--- config.mk ---
export PLATFORM = sky130hd
export DESIGN_NAME = spi_adc_mc_fifo
export DESIGN_NICKNAME = d
export VERILOG_FILES = /design/src/rtl/spi_adc_pkg.sv /design/src/rtl/sync_fifo_fwft.sv /design/src/rtl/spi_adc_mc_fifo.sv
export SDC_FILE = /design/constraint.sdc
export NUM_CORES = 1
export LEC_CHECK = 0
export ABC_AREA = 1
export CAP_MARGIN = 0
export CORE_MARGIN = 10
export CORE_UTILIZATION = 60
export DETAILED_ROUTE_END_ITERATION = 6
export GPL_TIMING_DRIVEN = 0
export MAX_ROUTING_LAYER = met4
export PLACE_DENSITY = 0.78
export SETUP_SLACK_MARGIN = 0.15
export SYNTH_ARGS = -nofsm -noshare
export SYNTH_HDL_FRONTEND = slang
export SYNTH_SLANG_ARGS = --single-unit
--- constraint.sdc ---
create_clock -name clk -period 7.4 [get_ports clk]
set_input_delay 1.48 -clock clk [delete_from_list [all_inputs] [get_ports clk]]
set_output_delay 1.48 -clock clk [all_outputs]
set_load 0.1 [all_outputs]
--- src/rtl/spi_adc_pkg.sv ---
// Shared types and helpers for the multi-channel SPI ADC capture engine.
// Optional feature macro: SPI_ADC_CH_TAG_EN (prefix each FIFO word with its channel index).
package spi_adc_pkg;

    // Capture sequencer states, in frame order.
    typedef enum logic [2:0] {
        ST_IDLE,
        ST_CS_SETUP,
        ST_SHIFT,
        ST_CS_HOLD,
        ST_WRITE,
        ST_DONE
    } spi_adc_state_t;

    // SPI mode 0: sclk rests low.
    localparam logic SCLK_IDLE = 1'b0;

`ifdef SPI_ADC_CH_TAG_EN
    localparam bit CH_TAG_EN = 1'b1;
`else
    localparam bit CH_TAG_EN = 1'b0;
`endif

    // Width of a channel index; never narrower than one bit.
    function automatic int spi_adc_ch_w(input int num_ch);
        return (num_ch > 1) ? $clog2(num_ch) : 1;
    endfunction

    // Width of one FIFO word: the sample, optionally prefixed by the channel index.
    function automatic int spi_adc_word_w(input int data_w, input int num_ch);
        return data_w + (CH_TAG_EN ? spi_adc_ch_w(num_ch) : 0);
    endfunction

endpackage

--- src/rtl/sync_fifo_fwft.sv ---
// Single-clock first-word-fall-through FIFO: the head entry is always visible
// on dout while the FIFO is not empty; pop advances to the next entry.
module sync_fifo_fwft #(
    parameter int WIDTH = 8,
    parameter int DEPTH = 16,
    localparam int LVL_W = $clog2(DEPTH) + 1
) (
    input  logic             clk,
    input  logic             rst,
    input  logic             push,
    input  logic [WIDTH-1:0] push_data,
    input  logic             pop,
    output logic [WIDTH-1:0] dout,
    output logic             empty,
    output logic             full,
    output logic [LVL_W-1:0] level
);

    localparam int AW = (DEPTH > 1) ? $clog2(DEPTH) : 1;
    localparam logic [AW-1:0] PTR_LAST = AW'(DEPTH - 1);

    logic [WIDTH-1:0] mem [DEPTH];
    logic [AW-1:0]    wr_ptr;
    logic [AW-1:0]    rd_ptr;
    logic             do_push;
    logic             do_pop;

    // Pushes into a full FIFO and pops from an empty one are ignored.
    assign do_push = push && !full;
    assign do_pop  = pop && !empty;

    assign empty = (level == '0);
    assign full  = (level == LVL_W'(DEPTH));
    // Empty FIFO presents zero rather than stale storage.
    assign dout  = empty ? '0 : mem[rd_ptr];

    // Pointer and occupancy bookkeeping; simultaneous push and pop keep the level.
    always_ff @(posedge clk or posedge rst) begin
        if (rst) begin
            wr_ptr <= '0;
            rd_ptr <= '0;
            level  <= '0;
        end else begin
            if (do_push) begin
                wr_ptr <= (wr_ptr == PTR_LAST) ? '0 : wr_ptr + 1'b1;
            end
            if (do_pop) begin
                rd_ptr <= (rd_ptr == PTR_LAST) ? '0 : rd_ptr + 1'b1;
            end
            case ({do_push, do_pop})
                2'b10:   level <= level + 1'b1;
                2'b01:   level <= level - 1'b1;
                default: level <= level;
            endcase
        end
    end

    // Storage array; contents are only meaningful below the level, so no reset.
    always_ff @(posedge clk) begin
        if (do_push) begin
            mem[wr_ptr] <= push_data;
        end
    end

endmodule

--- src/rtl/spi_adc_mc_fifo.sv ---
// Multi-channel SPI ADC capture engine with sample FIFO. One shared cs_n/sclk
// pair (mode 0) clocks NUM_CH simultaneously-sampling ADCs; each frame stores
// one sample per channel, in channel order, or drops the whole frame if the
// FIFO cannot take all of it.
// Optional feature macro: SPI_ADC_CH_TAG_EN (FIFO word = {channel index, sample}).
module spi_adc_mc_fifo
    import spi_adc_pkg::*;
#(
    parameter int DATA_W     = 16,
    parameter int NUM_CH     = 4,
    parameter int FIFO_DEPTH = 16,
    parameter int CLK_DIV    = 4,
    localparam int WORD_W    = spi_adc_word_w(DATA_W, NUM_CH),
    localparam int LVL_W     = $clog2(FIFO_DEPTH) + 1
) (
    input  logic              clk,
    input  logic              rst,
    input  logic              start_sample,
    input  logic              cont,
    input  logic [NUM_CH-1:0] din,
    input  logic              fifo_pop,
    input  logic              clr_ovf,
    output logic              cs_n,
    output logic              sclk,
    output logic              ready,
    output logic              done,
    output logic [WORD_W-1:0] fifo_dout,
    output logic              fifo_empty,
    output logic              fifo_full,
    output logic [LVL_W-1:0]  fifo_level,
    output logic              overflow
);

    localparam int CH_W   = spi_adc_ch_w(NUM_CH);
    localparam int DIV_W  = $clog2(CLK_DIV);
    localparam int HALF_W = $clog2(2 * DATA_W);

    localparam logic [DIV_W-1:0]  DIV_LAST   = DIV_W'(CLK_DIV - 1);
    localparam logic [HALF_W-1:0] HALF_LAST  = HALF_W'(2 * DATA_W - 1);
    localparam logic [CH_W-1:0]   CH_LAST    = CH_W'(NUM_CH - 1);
    // Largest level that still leaves room for a whole frame.
    localparam logic [LVL_W-1:0]  ACCEPT_MAX = LVL_W'(FIFO_DEPTH - NUM_CH);

    spi_adc_state_t    state;
    logic [DIV_W-1:0]  div_cnt;
    logic [HALF_W-1:0] half_cnt;
    logic [CH_W-1:0]   ch_cnt;
    logic [DATA_W-1:0] shreg [NUM_CH];
    logic              div_tick;
    logic              write_ok;
    logic              push;
    logic [WORD_W-1:0] push_data;

    assign div_tick = (div_cnt == DIV_LAST);

    // The space test happens on the first WRITE cycle (ch_cnt still 0). Once a
    // frame is accepted, ch_cnt > 0 keeps it accepted; pops during WRITE only
    // add space, so the remaining writes cannot overrun.
    assign write_ok = (ch_cnt != '0) || (fifo_level <= ACCEPT_MAX);
    assign push     = (state == ST_WRITE) && write_ok;

`ifdef SPI_ADC_CH_TAG_EN
    assign push_data = {ch_cnt, shreg[ch_cnt]};
`else
    assign push_data = shreg[ch_cnt];
`endif

    // Frame sequencer with registered cs_n/sclk/ready/done/overflow.
    always_ff @(posedge clk or posedge rst) begin
        if (rst) begin
            state    <= ST_IDLE;
            cs_n     <= 1'b1;
            sclk     <= SCLK_IDLE;
            ready    <= 1'b1;
            done     <= 1'b0;
            overflow <= 1'b0;
            div_cnt  <= '0;
            half_cnt <= '0;
            ch_cnt   <= '0;
        end else begin
            done <= 1'b0;
            // A drop in WRITE below overrides this clear in the same cycle.
            if (clr_ovf) begin
                overflow <= 1'b0;
            end
            case (state)
                ST_IDLE: begin
                    if (start_sample) begin
                        state   <= ST_CS_SETUP;
                        cs_n    <= 1'b0;
                        ready   <= 1'b0;
                        div_cnt <= '0;
                    end
                end
                ST_CS_SETUP: begin
                    if (div_tick) begin
                        div_cnt  <= '0;
                        half_cnt <= '0;
                        state    <= ST_SHIFT;
                    end else begin
                        div_cnt <= div_cnt + 1'b1;
                    end
                end
                ST_SHIFT: begin
                    // One half sclk period per CLK_DIV cycles; the final
                    // half period ends on the last falling edge.
                    if (div_tick) begin
                        div_cnt <= '0;
                        sclk    <= ~sclk;
                        if (half_cnt == HALF_LAST) begin
                            state <= ST_CS_HOLD;
                        end else begin
                            half_cnt <= half_cnt + 1'b1;
                        end
                    end else begin
                        div_cnt <= div_cnt + 1'b1;
                    end
                end
                ST_CS_HOLD: begin
                    if (div_tick) begin
                        div_cnt <= '0;
                        cs_n    <= 1'b1;
                        ch_cnt  <= '0;
                        state   <= ST_WRITE;
                    end else begin
                        div_cnt <= div_cnt + 1'b1;
                    end
                end
                ST_WRITE: begin
                    if (!write_ok) begin
                        overflow <= 1'b1;
                        done     <= 1'b1;
                        state    <= ST_DONE;
                    end else if (ch_cnt == CH_LAST) begin
                        ch_cnt <= '0;
                        done   <= 1'b1;
                        state  <= ST_DONE;
                    end else begin
                        ch_cnt <= ch_cnt + 1'b1;
                    end
                end
                ST_DONE: begin
                    if (cont) begin
                        state   <= ST_CS_SETUP;
                        cs_n    <= 1'b0;
                        div_cnt <= '0;
                    end else begin
                        state <= ST_IDLE;
                        ready <= 1'b1;
                    end
                end
                default: begin
                    state <= ST_IDLE;
                    cs_n  <= 1'b1;
                    sclk  <= SCLK_IDLE;
                    ready <= 1'b1;
                end
            endcase
        end
    end

    // Capture every channel MSB first on the clk edge where sclk rises.
    always_ff @(posedge clk or posedge rst) begin
        if (rst) begin
            for (int i = 0; i < NUM_CH; i++) begin
                shreg[i] <= '0;
            end
        end else if ((state == ST_SHIFT) && div_tick && (sclk == 1'b0)) begin
            for (int i = 0; i < NUM_CH; i++) begin
                shreg[i] <= {shreg[i][DATA_W-2:0], din[i]};
            end
        end
    end

    sync_fifo_fwft #(
        .WIDTH (WORD_W),
        .DEPTH (FIFO_DEPTH)
    ) u_fifo (
        .clk       (clk),
        .rst       (rst),
        .push      (push),
        .push_data (push_data),
        .pop       (fifo_pop),
        .dout      (fifo_dout),
        .empty     (fifo_empty),
        .full      (fifo_full),
        .level     (fifo_level)
    );

endmodule

Yosys cells after proc, flatten, opt, wreduce, memory -nomap -nowiden. Memory sizes are Yosys's and may differ from the RTL's. Cells that the tools add are included.

Flip-flop bits (word level): 94. Bits in writable memories: 256. Input bits: 10. Output and inout bits: 28. Logic and storage cells: 124. Memories kept: 1.

$add $sub $neg: 7. Magnitude comparators: 2. Equality and inequality tests: 23. Muxes and demuxes: 44. Bitwise gates (word level): 5. Reductions and logical operators: 26.

Memory list: u_fifo.mem (depth 16, width 16, rd ports 1, clocked after Yosys merged registers in 0, wr ports 1, line sync_fifo_fwft.sv:22) `logic [WIDTH-1:0] mem [DEPTH];`.

Operator list (number): 16-bit two-way mux (3); 16-bit binary-select mux with 2-bit select (1); 3-bit two-way mux (7); 5-bit one-hot mux with 2 select lines (2); 2-bit inequality test (second input constant) (9); 3-bit one-hot mux with 6 select lines (1); 5-bit two-way mux (3); 1-bit two-way mux (14); 2-bit two-way mux (6); 5-bit by 1-bit adder with 5-bit output (second input constant) (2); 5-bit equality test (second input constant) (2); 3-bit AND reduction (3); 4-bit by 1-bit adder with 4-bit output (second input constant) (2); 4-bit equality test (second input constant) (2); 4-bit two-way mux (2); 4-bit AND reduction (2); 2-bit nonzero test (4); 2-bit equality test (second input constant) (3); 3-bit by 2-bit equality test with 1-bit output (second input constant) (2); 3-bit equality test (second input constant) (2); 2-bit one-hot mux with 3 select lines (1); 6-bit AND reduction (1); 3-bit OR reduction (2); 5-bit by 4-bit <= comparator with 1-bit output (second input constant) (1); other kinds (21) (30).

Longest topological paths before layout.
Depth after elaboration: 6. Gate-level depth with buffers: 22. Depth with buffers taken out: 19.

Cells and area by module. Synthesis repeated with hierarchy kept, for this count alone.

Cell total of the unflattened synthesis: 1427. Area total of the unflattened synthesis: 15343.5 um^2.

By module, submodules not included: sync_fifo_fwft (instances 1, cells each 969, area each 11205.7 um^2, seq. area each 8012.7 um^2); spi_adc_mc_fifo (instances 1, cells each 458, area each 4137.7 um^2, seq. area each 2029.4 um^2).

Least setup slack after synthesis. No wires, ideal clock.

Path type: register to output. Start point: register u_fifo.level[2]. End point: output fifo_dout[0]. Data arrival time: 3.766 ns. Required time: 5.920 ns. Setup slack: 2.154 ns. Stages on the path, launching flop included: 6. Path buffers: 1. Cell sequence: dfrtp_1 > inv_1 > nand4_1 > clkinv_1 > clkbuf_1 > a21oi_1.

Cells in the longest elaborated chain, start to end: 2.

Ends and longest elaborated chain: from (decl) (line sync_fifo_fwft.sv:16) `output logic [LVL_W-1:0] level`; from (signal assigned) (line sync_fifo_fwft.sv:51) `2'b10: level <= level + 1'b1;`; from (signal assigned) (line sync_fifo_fwft.sv:52) `2'b01: level <= level - 1'b1;`; from (signal assigned) (line sync_fifo_fwft.sv:53) `default: level <= level;`; 5-bit zero test (line sync_fifo_fwft.sv:32) `assign empty = (level == '0);`; net fifo_empty (line spi_adc_mc_fifo.sv:28) `output logic fifo_empty,`; 16-bit two-way mux (line sync_fifo_fwft.sv:35) `assign dout = empty ? '0 : mem[rd_ptr];`; to (decl) (line spi_adc_mc_fifo.sv:27) `output logic [WORD_W-1:0] fifo_dout,`.

The timed path passes the listed nets, and every way through them passes these cells.

Final worst setup path.
Start point: register u_fifo.rd_ptr[1]. End point: output fifo_dout[7].

Cells in the longest elaborated chain, start to end: 2.

Ends and longest elaborated chain: from (decl) (line sync_fifo_fwft.sv:24) `logic [AW-1:0] rd_ptr;`; from (signal assigned) (line sync_fifo_fwft.sv:48) `rd_ptr <= (rd_ptr == PTR_LAST) ? '0 : rd_ptr + 1'b1;`; memory read 16 x 16 bit; 16-bit two-way mux (line sync_fifo_fwft.sv:35).

No other way between the ends.

==> qor.txt <==
Synth area leaders: edfxtp_1, dfrtp_1, nand2_1, inv_1, nand3_1
Cell Chain, Critical Path: clkbuf_1 -> clkbuf_1 -> nand3_1 -> nand3_1 -> nand3_1 -> a21oi_1 -> clkdlybuf4s50_1
post-synthesis register bit count: 350
reg2reg end: u_fifo.mem[14][5]
P&R area growth vs syn: 13.8%
placed cells: 2030
Filler cells: 1908
Rows: 59
mux contribution to synthesized area: 0%
Syn Inst Count: 1648
CP peak stage delay: 1.20 ns
Simple-Gate Fraction of Synth Area: 20.8%
chip height: 181 µm
R2R cell count: 10
Avg WL per Cell: 18.8 µm
Internal: 4.56 mW
pwr dens: 471 nW/µm²
NetSw: 3.82 mW
Post CTS Setup Buffer Count: 0
cell taking the most area after synthesis: edfxtp_1
Core Util, Final: 68.8%
outcome: finished clean
Yosys top cell area share: 49.2%
via count: 11799
RSZ-0062 raised after global routing: false
non-filler cells, final: 2095
FF-to-FF Start: ch_cnt[0]
CTS Buf Count: 36
crit path launch: u_fifo.rd_ptr[1]
Die X: 181 µm
sequential share of power: 33.6%
share of layout cells above drive strength 1: 6.93%
Post-synth EDFFs: 256
Crit Path Max Fanout: 10
Post-synth ARST share: 26.9%
setup TNS: 0 ns
MaxCap Viol Count: 0
clock power share: 20.8%
combinational fraction of design power: 45.6%
Die ar.: 32900 µm²
Synth cell types: 33
Global Route Usage Sum: 23.9%
first-pass GRT wire length: 60.9 mm
clock skew: 0.00917 ns
largest family of logic cells by synthesized area: simple AND/OR/NAND/NOR gates
Vias per Instance: 5.63
Total Wirelength: 39.5 mm
CP arrival: 3.88 ns
sequential share of the synthesized area: 64.3%
ANT nets after route: 0
Syn Std Cell Area: 15600 µm²
CTS tree: built
remaining global-route overflow: 0
critical path data required time: 5.92 ns
syn_area_per_cell: 9.48 µm²
adder-cell share of the synthesized area: 1.12%
core area: 25800 µm²
initial antenna violation count: 0
Root Driver: clkbuf_16
hold crit path type: register to register
Rel. slew slack: 6.00%
final slew viol count: 0
clk_lat worst skew: 0.51 ns
CP endpoint: fifo_dout[7]
minimum clock period: 5.36 ns
ant diodes: 0
Yosys Warn Count: 0
IO Count: 38
Final Cycle Share: 72.4%
Reg2Reg Setup Slack: 3.83 ns
DRC: 0
first-iteration detailed-routing DRC count: 1426
# setup viols final: 0
Post-CTS Hold Buffers: 0
Syn Nets: 1672
clock sink count: 350
DRT Pass-1 Iters: 6
Worst path slowest cell: clkdlybuf4s50_1
WS Path Type: register to output port
Main synth FF type: edfxtp_1
half-perimeter wire length after placement: 26.3 mm
Net Sw Frac: 45.6%
clock buffer depth: 3
crit-path most repeated cell: nand3_1
worst slew pin tran: 1.41 ns
Synth Area in Compound Gates: 5.39%
final hold viol count: 0
Starting Density: 60.5%
Clk pin slew, worst setup/hold paths: 0.06 ns
port buffer count: 37
most numerous cell in the Yosys netlist: nand2_1
Leakage: 7.96 nW
largest net degree at the start of global routing: 74
Nets: 1758
CP Launch Type: register
CP Capture Type: output port
Post-synth top cells: nand2_1, edfxtp_1, inv_1, nand3_1, dfrtp_1
H-tree depth: 2
GP Congestion: 0.914
CTS resizes: 0
xor/xnor share of the synthesized area: 0.392%
fmax: 187 MHz
Worst VDD drop: 0.000776 V
vias in the first global route: 11212
==> how the worst min path moves through the flow <==
| stage | startpoint | end | slack (ns) | cells after the start |
|---|---|---|---|---|
| finish | shreg[63] | shreg[63] | 0.48 | 2 |
| global route | shreg[47] | shreg[47] | 0.52 | 2 |
| CTS | shreg[31] | shreg[31] | 0.49 | 2 |
| detailed placement | shreg[63] | shreg[63] | 0.47 | 2 |
| global placement | shreg[47] | shreg[47] | 0.47 | 2 |
| floorplan | shreg[63] | shreg[63] | 0.44 | 2 |
==> per-layer routing <==
metal / wire (µm) / track usage, %
met1: 16000 / 31.6
met2: 18400 / 36.8
met3: 3540 / 3.36
met4: 1570 / 9.99
met5: 0 / -
==> power by group through the flow <==
stage	clock network, mW	registers, mW	logic [mW]
3_5_place_dp	0	2.84	3.73
6_report	1.74	2.81	3.82
4_1_cts	1.76	2.81	3.76
5_1_grt	1.83	2.83	4.08
3_3_place_gp	0	2.85	3.54
2_1_floorplan	0	2.95	2.35
==> critical path, delay by kind of cell, from the launching register on <==
kind,cells,cell delay [ns]
simple gates,3,0.44
flops,1,0.44
compound gates,1,0.28
buf+inv,3,2.22
==> layout by cell type (no fill, tap or decap), types with 3 or more instances in the layout <==
master	n
clkinv_1	10
buf_4	4
buf_6	8
xnor2_1	3
a21oi_1	68
clkbuf_1	54
buf_1	11
nand3b_1	4
nor2_1	62
xor2_1	4
nand2_2	3
o21ai_0	76
inv_1	241
inv_2	4
clkinvlp_4	3
nand2_1	545
dfrtp_1	92
clkbuf_8	3
edfxtp_1	256
clkinv_2	4
a21oi_2	7
clkbuf_16	37
nor2_2	15
clkdlybuf4s50_1	37
buf_2	12
o22ai_2	7
nand3_1	152
buf_8	3
ha_1	14
nand4_1	3
==> through the flow <==
stage,power [mW],hold WS [ns],area [µm²],worst slack [ns]
final,8.38,0.485,17800,2.04
after global routing,8.74,0.519,17800,2.00
after CTS,8.32,0.486,17700,2.15
after detailed placement,6.57,0.471,16600,2.70
after global placement,6.39,0.465,16400,1.95
after floorplan,5.30,0.443,15600,2.15
==> registers in the layout (all words and copies together) (netlist names), 3 cells and up <==
register       cells
u_fifo.wr_ptr      4
u_fifo.level       5
half_cnt           5
u_fifo.rd_ptr      4
shreg             64
state              3
u_fifo.mem       256
==> cell type report <==
| class | instances | area (µm²) | share of cell area, % |
|---|---|---|---|
| Clock buffer | 48 | 997 | 5.61 |
| Buffer | 74 | 327 | 1.84 |
| Sequential cell | 350 | 10000 | 56.5 |
| Multi-Input combinational cell | 975 | 4420 | 24.9 |
| Tap cell | 335 | 419 | 2.36 |
| Clock inverter | 16 | 129 | 0.725 |
| Inverter | 249 | 937 | 5.27 |
| Timing Repair Buffer | 48 | 510 | 2.87 |
==> cell families after synthesis <==
kind of cell               count (synthesis)
adders and majority gates                 14
xor gates and xnor gates                   7
DFF                                      350
buffers and inverters                    323
and+or+nand+nor                          790
AOI/OAI and AO/OA                        164
Note: power is estimated with default switching activity, not from simulation.
